===== src/rtl/coin_acceptor.sv =====
// coin_acceptor: synchronizes and debounces two raw coin sensors into
// one-cycle coin codes, reject pulses, a busy flag and a saturating total.
module coin_acceptor #(
  parameter int unsigned DEBOUNCE = 4,
  parameter int unsigned GAP      = 8,
  parameter int unsigned TOTAL_W  = 8
) (
  input  logic               clk,
  input  logic               rst,
  input  logic               sense_a,
  input  logic               sense_b,
  input  logic               accept_en,
  output logic [1:0]         coin,
  output logic               reject,
  output logic               busy,
  output logic [TOTAL_W-1:0] total
);

  localparam int unsigned CNT_W = 4;
  localparam int unsigned GAP_W = 8;
  localparam int unsigned SUM_W = TOTAL_W + 1;
  localparam logic [CNT_W-1:0] CNT_LAST = CNT_W'(DEBOUNCE - 1);
  localparam logic [GAP_W-1:0] GAP_LOAD = GAP_W'(GAP);

  typedef enum logic [2:0] {
    IDLE    = 3'd0,
    QUAL    = 3'd1,
    EMIT    = 3'd2,
    REJ     = 3'd3,
    RELEASE = 3'd4,
    LOCK    = 3'd5
  } state_t;

  logic sync_a1, sync_a, sync_b1, sync_b;
  logic [1:0] s;

  state_t             state, state_n;
  logic [1:0]         pat, pat_n;
  logic [CNT_W-1:0]   cnt, cnt_n;
  logic [GAP_W-1:0]   gap, gap_n;
  logic [1:0]         coin_n;
  logic               reject_n;
  logic               busy_n;
  logic [TOTAL_W-1:0] total_n;

  logic [1:0]         inc;
  logic [SUM_W-1:0]   sum_ext;
  logic [TOTAL_W-1:0] total_sat;

  assign s = {sync_b, sync_a};

  // Two-flop synchronizers for the asynchronous sensor lines
  always_ff @(posedge clk or posedge rst) begin
    if (rst) begin
      sync_a1 <= 1'b0;
      sync_a  <= 1'b0;
      sync_b1 <= 1'b0;
      sync_b  <= 1'b0;
    end else begin
      sync_a1 <= sense_a;
      sync_a  <= sync_a1;
      sync_b1 <= sense_b;
      sync_b  <= sync_b1;
    end
  end

  // Saturating add of the qualified coin's value to the running total
  always_comb begin
    inc       = (pat == 2'b01) ? 2'd1 : 2'd2;
    sum_ext   = {1'b0, total} + SUM_W'(inc);
    total_sat = sum_ext[TOTAL_W] ? {TOTAL_W{1'b1}} : sum_ext[TOTAL_W-1:0];
  end

  // State and output registers; outputs load on the edge entering EMIT/REJ
  always_ff @(posedge clk or posedge rst) begin
    if (rst) begin
      state  <= IDLE;
      pat    <= 2'b00;
      cnt    <= '0;
      gap    <= '0;
      coin   <= 2'b00;
      reject <= 1'b0;
      busy   <= 1'b0;
      total  <= '0;
    end else begin
      state  <= state_n;
      pat    <= pat_n;
      cnt    <= cnt_n;
      gap    <= gap_n;
      coin   <= coin_n;
      reject <= reject_n;
      busy   <= busy_n;
      total  <= total_n;
    end
  end

  // Next-state and next-output logic
  always_comb begin
    state_n  = state;
    pat_n    = pat;
    cnt_n    = cnt;
    gap_n    = gap;
    coin_n   = 2'b00;
    reject_n = 1'b0;
    total_n  = total;

    case (state)
      IDLE: begin
        if (s != 2'b00) begin
          pat_n   = s;
          cnt_n   = CNT_W'(1);
          state_n = QUAL;
        end
      end
      QUAL: begin
        if (s != pat) begin
          state_n = IDLE;
        end else if (cnt == CNT_LAST) begin
          if (pat == 2'b11 || !accept_en) begin
            state_n  = REJ;
            reject_n = 1'b1;
          end else begin
            state_n = EMIT;
            coin_n  = pat;
            total_n = total_sat;
          end
        end else begin
          cnt_n = cnt + CNT_W'(1);
        end
      end
      EMIT, REJ: begin
        state_n = RELEASE;
      end
      RELEASE: begin
        // one output per insertion: wait for the sensors to clear
        if (s == 2'b00) begin
          gap_n   = GAP_LOAD;
          state_n = LOCK;
        end
      end
      LOCK: begin
        if (gap <= GAP_W'(1)) begin
          gap_n   = '0;
          state_n = IDLE;
        end else begin
          gap_n = gap - GAP_W'(1);
        end
      end
      default: begin
        state_n = IDLE;
      end
    endcase

    busy_n = (state_n != IDLE);
  end

endmodule

===== config.mk =====
export PLATFORM = sky130hd
export DESIGN_NAME = coin_acceptor
export DESIGN_NICKNAME = d
export VERILOG_FILES = /design/src/rtl/coin_acceptor.sv
export SDC_FILE = /design/constraint.sdc
export NUM_CORES = 1
export LEC_CHECK = 0
export CAP_MARGIN = 20
export CORE_MARGIN = 2
export CORE_UTILIZATION = 45
export DETAILED_ROUTE_END_ITERATION = 10
export PLACE_DENSITY_LB_ADDON = 0.05
export SYNTH_ARGS = -nofsm -noshare
export SYNTH_HDL_FRONTEND = slang
export SYNTH_SLANG_ARGS = --single-unit

===== constraint.sdc =====
create_clock -name clk -period 3.4 [get_ports clk]
set_input_delay 0.51 -clock clk [delete_from_list [all_inputs] [get_ports clk]]
set_output_delay 0.51 -clock clk [all_outputs]
set_load 0.05 [all_outputs]

# After elaboration in Yosys (flattened, before gate mapping)

Cells that the tools add are included.

Bits of input ports: 5
Flip-flop bits (word level): 33

Equality and inequality tests: 13
Mux-type cells: 24
Order comparisons: 1
Bitwise operators: 2
Reductions and logical operators: 13
$add $sub $neg: 3

Operators by type and width:

| cell                                                            | number |
|---|---|
| two-way mux 8 bit                                               | 3 |
| case mux 8 bit (2 select lines)                                 | 1 |
| two-way mux 3 bit                                               | 5 |
| case mux 3 bit (5 select lines)                                 | 1 |
| two-way mux 4 bit                                               | 3 |
| two-way mux 2 bit                                               | 5 |
| adder 8 x 2 -> 9 bit                                            | 1 |
| less-or-equal comparator 8 x 1 -> 1 bit (second input constant) | 1 |
| != test 2 bit (second input constant)                           | 4 |
| case mux 4 bit (2 select lines)                                 | 1 |
| AND reduction 4 bit                                             | 2 |
| subtractor 8 x 1 -> 8 bit (second input constant)               | 1 |
| equality test 3 x 2 -> 1 bit (second input constant)            | 2 |
| equality test 3 bit (second input constant)                     | 2 |
| nonzero test 2 bit                                              | 3 |
| two-way mux 1 bit                                               | 5 |
| adder 4 x 1 -> 4 bit (second input constant)                    | 1 |
| equality test 4 x 2 -> 1 bit (second input constant)            | 1 |
| AND reduction 2 bit                                             | 2 |
| equality test 3 x 1 -> 1 bit (second input constant)            | 1 |
| logical NOT 3 bit                                               | 1 |
| nonzero test 3 bit                                              | 1 |
| equality test 2 x 1 -> 1 bit (second input constant)            | 1 |
| equality test 2 bit (second input constant)                     | 1 |
| 6 further kinds                                                 | 7 |

# Logic depth before layout (Yosys ltp)

Gate-level depths: netlist of the first run.

Depth after elaboration: 7
Mapped depth: 8
Gate-level depth less buffers: 8

# Worst setup path after synthesis of the first run

OpenSTA, ideal clock, no wires.

Path type: flip-flop to flip-flop
Start: register state[1]
End: register total[4]
Stages on the path, launching flop included: 8
Setup time: 0.128 ns
Path slack: 1.351 ns
Path buffers: 3
Arrival: 1.921 ns
Cell sequence: dfrtp_1 buf_6 or3b_1 buf_2 or3_4 buf_6 nor3_2 mux2_1

Cells in the longest elaborated chain, start to end: 2

RTL lines:

| element                       | RTL line | text |
|---|---|---|
| from (decl)                   | 37       | `state_t state, state_n;` |
| from (signal assigned)        | 86       | `state <= state_n;` |
| equality test 3 x 1 -> 1 bit  | 107      | `case (state)` |
| AND reduction 4 bit (no line) | --       |  |
| to (signal assigned)          | 93       | `total <= total_n;` |
| to (decl)                     | 16       | `output logic [TOTAL_W-1:0] total` |

No other way between the ends.
A chain may end at the register's enable or synchronous reset.

# Worst setup path after layout of the first run

Start: register cnt[0]
End: register total[7]

Cells in the longest elaborated chain, start to end: 2

RTL lines:

| element                       | RTL line | text |
|---|---|---|
| from (decl)                   | 39       | `logic [CNT_W-1:0] cnt, cnt_n;` |
| from (signal assigned)        | 88       | `cnt <= cnt_n;` |
| equality test 4 x 2 -> 1 bit  | 118      | `end else if (cnt == CNT_LAST) begin` |
| AND reduction 4 bit (no line) | --       |  |

No other way between the ends.

==> summary.md, run 1 <==
| Metric | Value |
|---|---|
| Status | complete, no violations |
| Via count normalized by instance count | 5.80 |
| First-pass GRT wire length | 6.38 mm |
| First drt pass iteration count | 4 |
| Drt initial violations | 136 |
| Area Growth Syn to Fin | 15.0% |
| Worst-path maximum fanout | 8 |
| Worst slack, placed | 896 ps |
| Layout Nets | 207 |
| Initial antenna violation count | 0 |
| Final Non-Filler Cells | 245 |
| Most frequent cells in the layout | dfrtp_1, clkdlybuf4s50_1, nand2_1 |
| Worst slew pin tran | 750 ps |
| Post_cts resized | 0 |
| Antenna Nets Post-Route | 0 |
| Largest net degree at the start of global routing | 34 |
| Max Fclk | 444 MHz |
| WS Path Type | reg2reg |
| GR Util All Layers | 19.1% |
| H-tree levels | 2 |
| Drc violations | 0 |
| GPL Wtd Cong | 0.892 |
| Die ar. | 4440 µm² |
| Synthesized Nets | 188 |
| Crit. End Element | register |
| Synth cell types | 51 |
| Cells after synthesis | 177 |
| Layout cells sized above 1 | 11.2% |
| Minimum clock period | 2250 ps |
| Starting density of the core | 47.5% |
| Reg2reg path depth | 5 |
| Clk_lat worst skew | 280 ps |
| Clock transition at path regs | 60 ps |
| Clk buf depth | 2 |
| Port Buffers | 16 |
| Seq cells post-synth | 33 |
| Final period util | 66.2% |
| Die H | 66.7 µm |
| CTS tree | built |
| Dpl cells | 237 |
| P_leak | 0.890 nW |
| Async set or reset register ratio after synthesis | 100% |
| Number of synthesis warnings | 0 |
| Worst EP arrival | 2420 ps |
| Num rows | 22 |
| CP required | 3570 ps |
| Ant diodes | 0 |
| Top FF cell, synth | dfrtp_1 |
| Fin Hold WS | 347 ps |
| Cell Area, Synth | 1770 µm² |
| Sink Count | 33 |
| Min-Delay Path Depth | 0 |
| Startpoint types | register |
| Total grt overflow | 0 |
| Relative slew slack | 49.6% |
| CTS root buf | clkbuf_8 |
| Hold_sp | sync_b1 |
| Via count | 1420 |
| DRT Wirelength | 3.66 mm |
| Register area share after synthesis | 46.7% |
| Detail Placement HPWL | 2.63 mm |
| Postcts setup bufs | 0 |
| CTS hold repair buffers | 0 |
| Max-slew violations | 0 |
| Die X | 66.7 µm |
| Power Density | 775 nW/µm² |
| Vias in the first global route | 1417 |
| Post-synth EDFFs | 0 |
| Syn_area_per_cell | 9.98 µm² |
| Drt wl/cell | 15.0 µm |
| Final hold violations | 0 |
| Max Cap Viol | 0 |
| Max VDD drop | 352 µV |
| RSZ-0062 raised after global routing | no |
| Worst setup path start | cnt[0] |
| Final setup violation count | 0 |
| Setup TNS Final | 0 ps |
| Core area | 3720 µm² |
| Final Worst Setup Slack | 1150 ps |
| Most common cell after layout, fill and taps aside | dfrtp_1 |
| Ports | 17 |
| Clock skew | 6.64 ps |
| Hold WC Path Type | reg2reg |
| Critical R2R Launch | cnt[0] |
| Number of buffers created by CTS | 5 |
worst max-delay path, cell delays in order (launching register included):
cell	delay, ps
dfrtp_1	400
ha_1	220
nor3b_2	480
nand2_1	330
nor4_2	360
mux2_2	360
worst paths after layout:
check / endpoint / slack, ps
setup / recovery: total[7] / 1150
hold / removal: sync_b / 350
setup reg to reg: total[7] / 1150
hold reg to reg: sync_b / 350
max in group asynchronous: total[1] / 2490
min in group asynchronous: cnt[1] / 610
stage by stage:
stage	cell area, µm²	utilization, %	total power, mW
3_3_place_gp	1950	52.5	1.28
5_1_grt	2030	54.7	1.70
4_1_cts	2030	54.7	1.58
2_1_floorplan	1770	-	1.15
3_5_place_dp	1950	52.5	1.30
6_report	2030	54.7	1.57
per-layer routing:
| metal | track usage (%) | part of all wire (%) | up-vias |
|---|---|---|---|
| met4 | 6.89 | 1.6 | 0 |
| met2 | 32.9 | 50 | 39 |
| li1 | - | - | 698 |
| met5 | 0 | 0 | - |
| met3 | 5.91 | 4.9 | 7 |
| met1 | 22.1 | 44 | 676 |
synth_stat cells, types with 2 or more instances:
| master | instances | area (µm²) |
|---|---|---|
| nor4_1 | 5 | 31.3 |
| buf_6 | 3 | 33.8 |
| nand4_1 | 3 | 18.8 |
| o31ai_1 | 2 | 15.0 |
| o21ai_0 | 13 | 65.1 |
| nor3_1 | 7 | 35.0 |
| or3_2 | 2 | 15.0 |
| nand3_1 | 11 | 55.1 |
| and3_1 | 2 | 12.5 |
| nor2_1 | 11 | 41.3 |
| o22ai_1 | 2 | 12.5 |
| nand4b_1 | 2 | 17.5 |
| a31oi_1 | 4 | 25.0 |
| a21o_1 | 4 | 30.0 |
| a31o_2 | 3 | 26.3 |
| or4_1 | 3 | 22.5 |
| inv_1 | 8 | 30.0 |
| ha_1 | 5 | 62.6 |
| xor2_1 | 3 | 26.3 |
| or3b_2 | 2 | 17.5 |
| a221o_1 | 2 | 20.0 |
| o211ai_1 | 2 | 15.0 |
| a21oi_1 | 4 | 20.0 |
| dfrtp_1 | 33 | 826 |
| nand2_1 | 15 | 56.3 |
layout make-up:
| cell class | count | area, µm² |
|---|---|---|
| timing repair buffer | 18 | 175 |
| clock buffer | 8 | 80.1 |
| inverter | 8 | 30.0 |
| sequential | 33 | 826 |
| multi-input combinational | 130 | 861 |
| tap | 48 | 60.1 |
| fill | 346 | 1680 |
flip-flops by register name (all words and copies together), names as in the netlist:
name     flops
cnt          4
sync_b1      1
pat          2
state        3
busy         1
sync_a       1
coin         2
reject       1
gap          8
sync_a1      1
total        8
sync_b       1
power by group:
part | switching (mW) | leakage, nW | internal [mW] | total, mW
clock network | 0.135 | 0.0395 | 0.145 | 0.281
logic | 0.414 | 0.420 | 0.277 | 0.691
registers | 0.118 | 0.431 | 0.485 | 0.603
total | 0.668 | 0.890 | 0.907 | 1.57
cell families (layout without fill, tap and decap cells):
| logic type | count (synthesis) | count (layout) | synth area share, % |
|---|---|---|---|
| AO/OA/AOI/OAI | 42 | 42 | 15.9 |
| flip-flops | 33 | 33 | 46.7 |
| multiplexers | 3 | 3 | 1.84 |
| XOR/XNOR | 4 | 4 | 1.98 |
| buffers and inverters | 14 | 34 | 4.53 |
| adder cells (fa/ha/maj) | 6 | 6 | 4.67 |
| AND/OR/NAND/NOR | 75 | 75 | 24.3 |
Power figures use the tool's default switching activity.
==> run 2: changes to the inputs <==
- clock period: 3.4 -> 2.3 ns (I/O delays scaled with it)
==> summary.md, run 2 (same netlist as run 1, synthesis figures left out) <==
| Metric | Value |
|---|---|
| Final hold violations | 0 (unchanged) |
| CP required | 2490 ps (was 3570 ps) |
| Power Density | 1150 nW/µm² (was 775 nW/µm²) |
| Die ar. | 4440 µm² (unchanged) |
| Drt wl/cell | 15.0 µm (about the same) |
| Clock skew | 6.04 ps (was 6.64 ps) |
| Antenna Nets Post-Route | 0 (unchanged) |
| GPL Wtd Cong | 0.864 (was 0.892) |
| Max Fclk | 484 MHz (was 444 MHz) |
| Final Non-Filler Cells | 249 (was 245) |
| M2 GR Usage | 33.9% (was 32.9%) |
| Slowest cell on crit path | nor3_1 (was nor3b_2) |
| Initial antenna violation count | 0 (unchanged) |
| Via count | 1475 (was 1420) |
| Status | complete, no violations (unchanged) |
| Hold WC Path Type | reg2reg (unchanged) |
| Crit. End Element | register (unchanged) |
| Final period util | 89.9% (was 66.2%) |
| Most common cell after layout, fill and taps aside | dfrtp_1 (unchanged) |
| P_leak | 0.921 nW (was 0.890 nW) |
| Most frequent cells in the layout | dfrtp_1, clkdlybuf4s50_1, nand2_1 (unchanged) |
| Gr busiest metal | met2 (unchanged) |
| Max Cap Viol | 0 (unchanged) |
| Max-slew violations | 0 (unchanged) |
| Via count normalized by instance count | 5.92 (was 5.80) |
| Clk_lat worst skew | 280 ps (about the same) |
| Starting density of the core | 47.5% (unchanged) |
| Drc violations | 0 (unchanged) |
| Ant diodes | 0 (unchanged) |
| Die X | 66.7 µm (unchanged) |
| Area Growth Syn to Fin | 17.8% (was 15.0%) |
| CTS hold repair buffers | 0 (unchanged) |
| Clk buf depth | 2 (unchanged) |
| Relative slew slack | 51.9% (was 49.6%) |
| Die H | 66.7 µm (unchanged) |
| GR Util met1 | 23.1% (was 22.1%) |
| H-tree levels | 2 (unchanged) |
| Dpl cells | 242 (was 237) |
| CTS tree | built (unchanged) |
| Largest registers | gap: 8 flops, total: 8 flops, cnt: 4 flops (unchanged) |
| Postcts setup bufs | 0 (unchanged) |
| First drt pass iteration count | 4 (unchanged) |
| Crit path cell chain | or3b_1, nor3_1, buf_4, a21oi_1, a31oi_1 (was ha_1, nor3b_2, nand2_1, nor4_2, mux2_2) |
| Layout Nets | 212 (was 207) |
| Largest net degree at the start of global routing | 34 (unchanged) |
| Max VDD drop | 607 µV (was 352 µV) |
| DRT Wirelength | 3.73 mm (was 3.66 mm) |
| RSZ-0062 raised after global routing | no (unchanged) |
| Final setup violation count | 0 (unchanged) |
| CTS root buf | clkbuf_8 (unchanged) |
| Ports | 17 (unchanged) |
| Worst-path maximum fanout | 7 (was 8) |
| Number of buffers created by CTS | 5 (unchanged) |
| Worst slew pin tran | 715 ps (was 750 ps) |
| Sink Count | 33 (unchanged) |
| GR Util All Layers | 19.5% (was 19.1%) |
| Vias in the first global route | 1408 (was 1417) |
| Setup TNS Final | 0 ps (unchanged) |
| Worst EP arrival | 2260 ps (was 2420 ps) |
| Drt initial violations | 94 (was 136) |
| Fin Hold WS | 357 ps (was 347 ps) |
| Total grt overflow | 0 (unchanged) |
| Minimum clock period | 2070 ps (was 2250 ps) |
| Detail Placement HPWL | 2.72 mm (was 2.63 mm) |
| GR Util met3 | 5.07% (was 5.91%) |
| Startpoint types | register (unchanged) |
| Layout cells sized above 1 | 14.4% (was 11.2%) |
| WS Path Type | reg2reg (unchanged) |
| Clock transition at path regs | 70 ps (was 60 ps) |
| Port Buffers | 16 (unchanged) |
| Core area | 3720 µm² (unchanged) |
| Max incr delay on CP | 600 ps (was 480 ps) |
| Num rows | 22 (unchanged) |
| First-pass GRT wire length | 6.45 mm (was 6.38 mm) |
-- run 2: worst max-delay path, delay by kind of cell (launching register included) --
family          cells  cell delay (ps)
compound gates      2              260
simple gates        2             1090
buf+inv             1              270
flops               1              370
-- run 2: path summary, 6_finish.rpt --
| path | slack [ps] | to | start | cells past startpoint |
|---|---|---|---|---|
| min in group asynchronous | 450 | cnt[2] | rst | 3 |
| setup / recovery | 230 | total[6] | state[1] | 5 |
| setup reg to reg | 230 | total[6] | state[1] | 5 |
| hold / removal | 360 | sync_b | sync_b1 | 0 |
| hold reg to reg | 360 | sync_b | sync_b1 | 0 |
| max in group asynchronous | 1550 | cnt[3] | rst | 3 |
-- run 2: stage by stage --
| stage | setup slack (ps) | instance area, µm² | power, mW | util [%] |
|---|---|---|---|---|
| 2_1_floorplan | 251 | 1770 | 1.70 | - |
| 3_3_place_gp | 210 | 1990 | 1.93 | 53.5 |
| 3_5_place_dp | 174 | 1990 | 1.97 | 53.5 |
| 4_1_cts | 212 | 2080 | 2.42 | 55.9 |
| 5_1_grt | 67.8 | 2080 | 2.60 | 56.0 |
| 6_report | 232 | 2080 | 2.40 | 56.0 |
-- run 2: area by class of cell --
class | instances | area (µm²)
inverter | 8 | 30.0
tap | 48 | 60.1
sequential | 33 | 826
multi-input combinational | 130 | 867
fill | 334 | 1630
timing repair buffer | 23 | 213
clock buffer | 7 | 86.3
-- run 2: where the power goes --
part / switching, mW / leakage, nW / total, mW / internal [mW]
combinational: 0.659 / 0.446 / 1.10 / 0.445
sequential: 0.144 / 0.431 / 0.860 / 0.717
clock: 0.203 / 0.0443 / 0.440 / 0.237
total: 1.01 / 0.921 / 2.40 / 1.40
-- run 2: timing repair --
| item | CTS | global route |
|---|---|---|
| gates resized for setup | 0 | 1 |
| endpoints found under the hold margin | 0 | 0 |
| endpoints found under the setup margin | 0 | 3 |
-- run 2: routing by layer --
metal	part of all wire, %	vias to the layer above
li1	-	702
met1	43	723
met2	51	46
met3	4.8	4
met4	0.94	0
met5	0	-
==> run 3: changes to the inputs <==
- CORE_MARGIN: 2 -> 8
- CTS_CLUSTER_SIZE: unset -> 16
==> summary.md, run 3 (same netlist as run 1, synthesis figures left out) <==
| Metric | Value |
|---|---|
| Status | complete, no violations (unchanged) |
| Number of buffers created by CTS | 5 (unchanged) |
| Worst setup path start | state[1] (unchanged) |
| Final period util | 90.0% (was 89.9%) |
| Via count normalized by instance count | 5.81 (was 5.92) |
| CP required | 2480 ps (was 2490 ps) |
| Clk pwr share | 18.0% (was 18.3%) |
| P_sw | 1.02 mW (was 1.01 mW) |
| P_leak | 0.930 nW (was 0.921 nW) |
| Relative slew slack | 53.8% (was 51.9%) |
| Ant diodes | 0 (unchanged) |
| Reg2reg end | total[7] (was total[6]) |
| Part of the power in registers | 35.0% (was 35.8%) |
| Clock skew | 5.23 ps (was 6.04 ps) |
| GPL Wtd Cong | 0.840 (was 0.864) |
| RSZ-0062 raised after global routing | no (unchanged) |
| Die ar. | 6190 µm² (was 4440 µm²) |
| Clk_lat worst skew | 290 ps (was 280 ps) |
| Final Instance Area | 2100 µm² (was 2080 µm²) |
| CP endpoint | total[7] (was total[6]) |
| Die X | 78.7 µm (was 66.7 µm) |
| R2r setup slk | 230 ps (about the same) |
| CTS tree | built (unchanged) |
| Internal cell power | 1.38 mW (was 1.40 mW) |
| Max VDD drop | 606 µV (was 607 µV) |
| Setup TNS Final | 0 ps (unchanged) |
| Power Density | 1150 nW/µm² (about the same) |
| Min-Delay Path Depth | 0 (unchanged) |
| Placed cell areas | 2000 µm² (was 1990 µm²) |
| Largest net degree at the start of global routing | 34 (unchanged) |
| Detail Placement HPWL | 2.79 mm (was 2.72 mm) |
| Final hold violations | 0 (unchanged) |
| Largest registers | gap: 8 flops, total: 8 flops, cnt: 4 flops (unchanged) |
| Starting density of the core | 47.5% (unchanged) |
| Die H | 78.7 µm (was 66.7 µm) |
| Num rows | 22 (unchanged) |
| Drt initial violations | 94 (unchanged) |
| Startpoint types | register (unchanged) |
| First-pass GRT wire length | 6.76 mm (was 6.45 mm) |
| Core area | 3720 µm² (unchanged) |
| Via count | 1464 (was 1475) |
| Reg2reg path depth | 4 (was 5) |
| CTS hold repair buffers | 0 (unchanged) |
| DRT Wirelength | 3.83 mm (was 3.73 mm) |
| Crit. End Element | register (unchanged) |
| Antenna Nets Post-Route | 0 (unchanged) |
| WS Path Type | reg2reg (unchanged) |
| Final setup violation count | 0 (unchanged) |
| Most common cell after layout, fill and taps aside | dfrtp_1 (unchanged) |
| Combinational share of power | 47.1% (was 45.9%) |
| Minimum clock period | 2070 ps (about the same) |
| Critical R2R Launch | state[1] (unchanged) |
| Port Buffers | 16 (unchanged) |
| Max Cap Viol | 0 (unchanged) |
| Layout Nets | 214 (was 212) |
| Ports | 17 (unchanged) |
| Initial antenna violation count | 0 (unchanged) |
| Switching Share | 42.5% (was 41.8%) |
| Vias in the first global route | 1499 (was 1408) |
| Total grt overflow | 0 (unchanged) |
| Drc violations | 0 (unchanged) |
| Clk buf depth | 2 (unchanged) |
| Max-slew violations | 0 (unchanged) |
| Fin Hold WS | 349 ps (was 357 ps) |
| Worst-path maximum fanout | 12 (was 7) |
| CTS root buf | clkbuf_8 (unchanged) |
| Worst EP arrival | 2250 ps (was 2260 ps) |
| Clock transition at path regs | 70 ps (about the same) |
| Postcts setup bufs | 0 (unchanged) |
| Sink Count | 33 (unchanged) |
| Layout cells sized above 1 | 16.2% (was 14.4%) |
| First drt pass iteration count | 4 (unchanged) |
| Max Fclk | 483 MHz (was 484 MHz) |
| Area Growth Syn to Fin | 18.7% (was 17.8%) |
| Fill count | 346 (was 334) |
| Post_cts resized | 0 (unchanged) |
| Hold WC Path Type | reg2reg (unchanged) |
| GR Util All Layers | 13.5% (was 19.5%) |
| H-tree levels | 2 (unchanged) |
| Most frequent cells in the layout | dfrtp_1, clkdlybuf4s50_1, nand2_1 (unchanged) |
| Drt wl/cell | 15.2 µm (was 15.0 µm) |
| Worst slew pin tran | 688 ps (was 715 ps) |
[run 3: cell count changes in the layout (fill, tap and decap cells not counted), sizes merged]
cell      previous run  this run
clkinv               0         2
clkinvlp             0         1
buf                  7         9
clkbuf               7         5
[run 3: power by group through the flow]
stage | Sequential (mW) | Combinational (mW) | Clock (mW)
after CTS | 0.841 | 1.14 | 0.448
after global routing | 0.865 | 1.30 | 0.464
after floorplan | 0.940 | 0.758 | 0
final | 0.842 | 1.13 | 0.432
after detailed placement | 0.850 | 1.13 | 0
after global placement | 0.848 | 1.10 | 0
[run 3: worst min path at each step]
stage                        from      to  slack [ps]
after floorplan           sync_a1  sync_a         330
after global placement    sync_b1  sync_b         330
after detailed placement  sync_b1  sync_b         340
after CTS                 sync_b1  sync_b         350
after global routing      sync_b1  sync_b         360
final                     sync_b1  sync_b         350
[run 3: critical path, stage by stage (launching register included)]
cell	delay [ps]
dfrtp_1	390
or3b_1	490
or3_4	440
nor4_2	280
mux2_2	360
[run 3: area by class of cell]
cell class / count / area (µm²) / share of cell area [%]
Clock buffer: 5 / 68.8 / 3.28
Inverter: 8 / 30.0 / 1.43
Tap cell: 48 / 60.1 / 2.86
Sequential cell: 33 / 826 / 39.4
Clock inverter: 3 / 17.5 / 0.835
Timing Repair Buffer: 25 / 228 / 10.9
Multi-Input combinational cell: 130 / 867 / 41.3
[run 3: layer usage]
metal / part of all wire, % / GRT usage (%) / wire length, µm / up-vias
met1: 43 / 15.2 / 1660 / 718
met5: 0 / 0 / 0 / -
met2: 49 / 22.5 / 1880 / 32
met3: 5.9 / 4.21 / 224 / 6
li1: - / - / - / 708
met4: 1.5 / 6.67 / 57 / 0
[run 3: per-stage QoR]
stage / std cells / utilization (%) / power [mW] / worst slack (ps)
2_1_floorplan: 177 / - / 1.70 / 251
3_3_place_gp: 244 / 53.9 / 1.95 / 256
3_5_place_dp: 244 / 53.9 / 1.98 / 201
4_1_cts: 252 / 56.3 / 2.43 / 231
5_1_grt: 252 / 56.4 / 2.63 / 77.8
6_report: 252 / 56.4 / 2.41 / 229
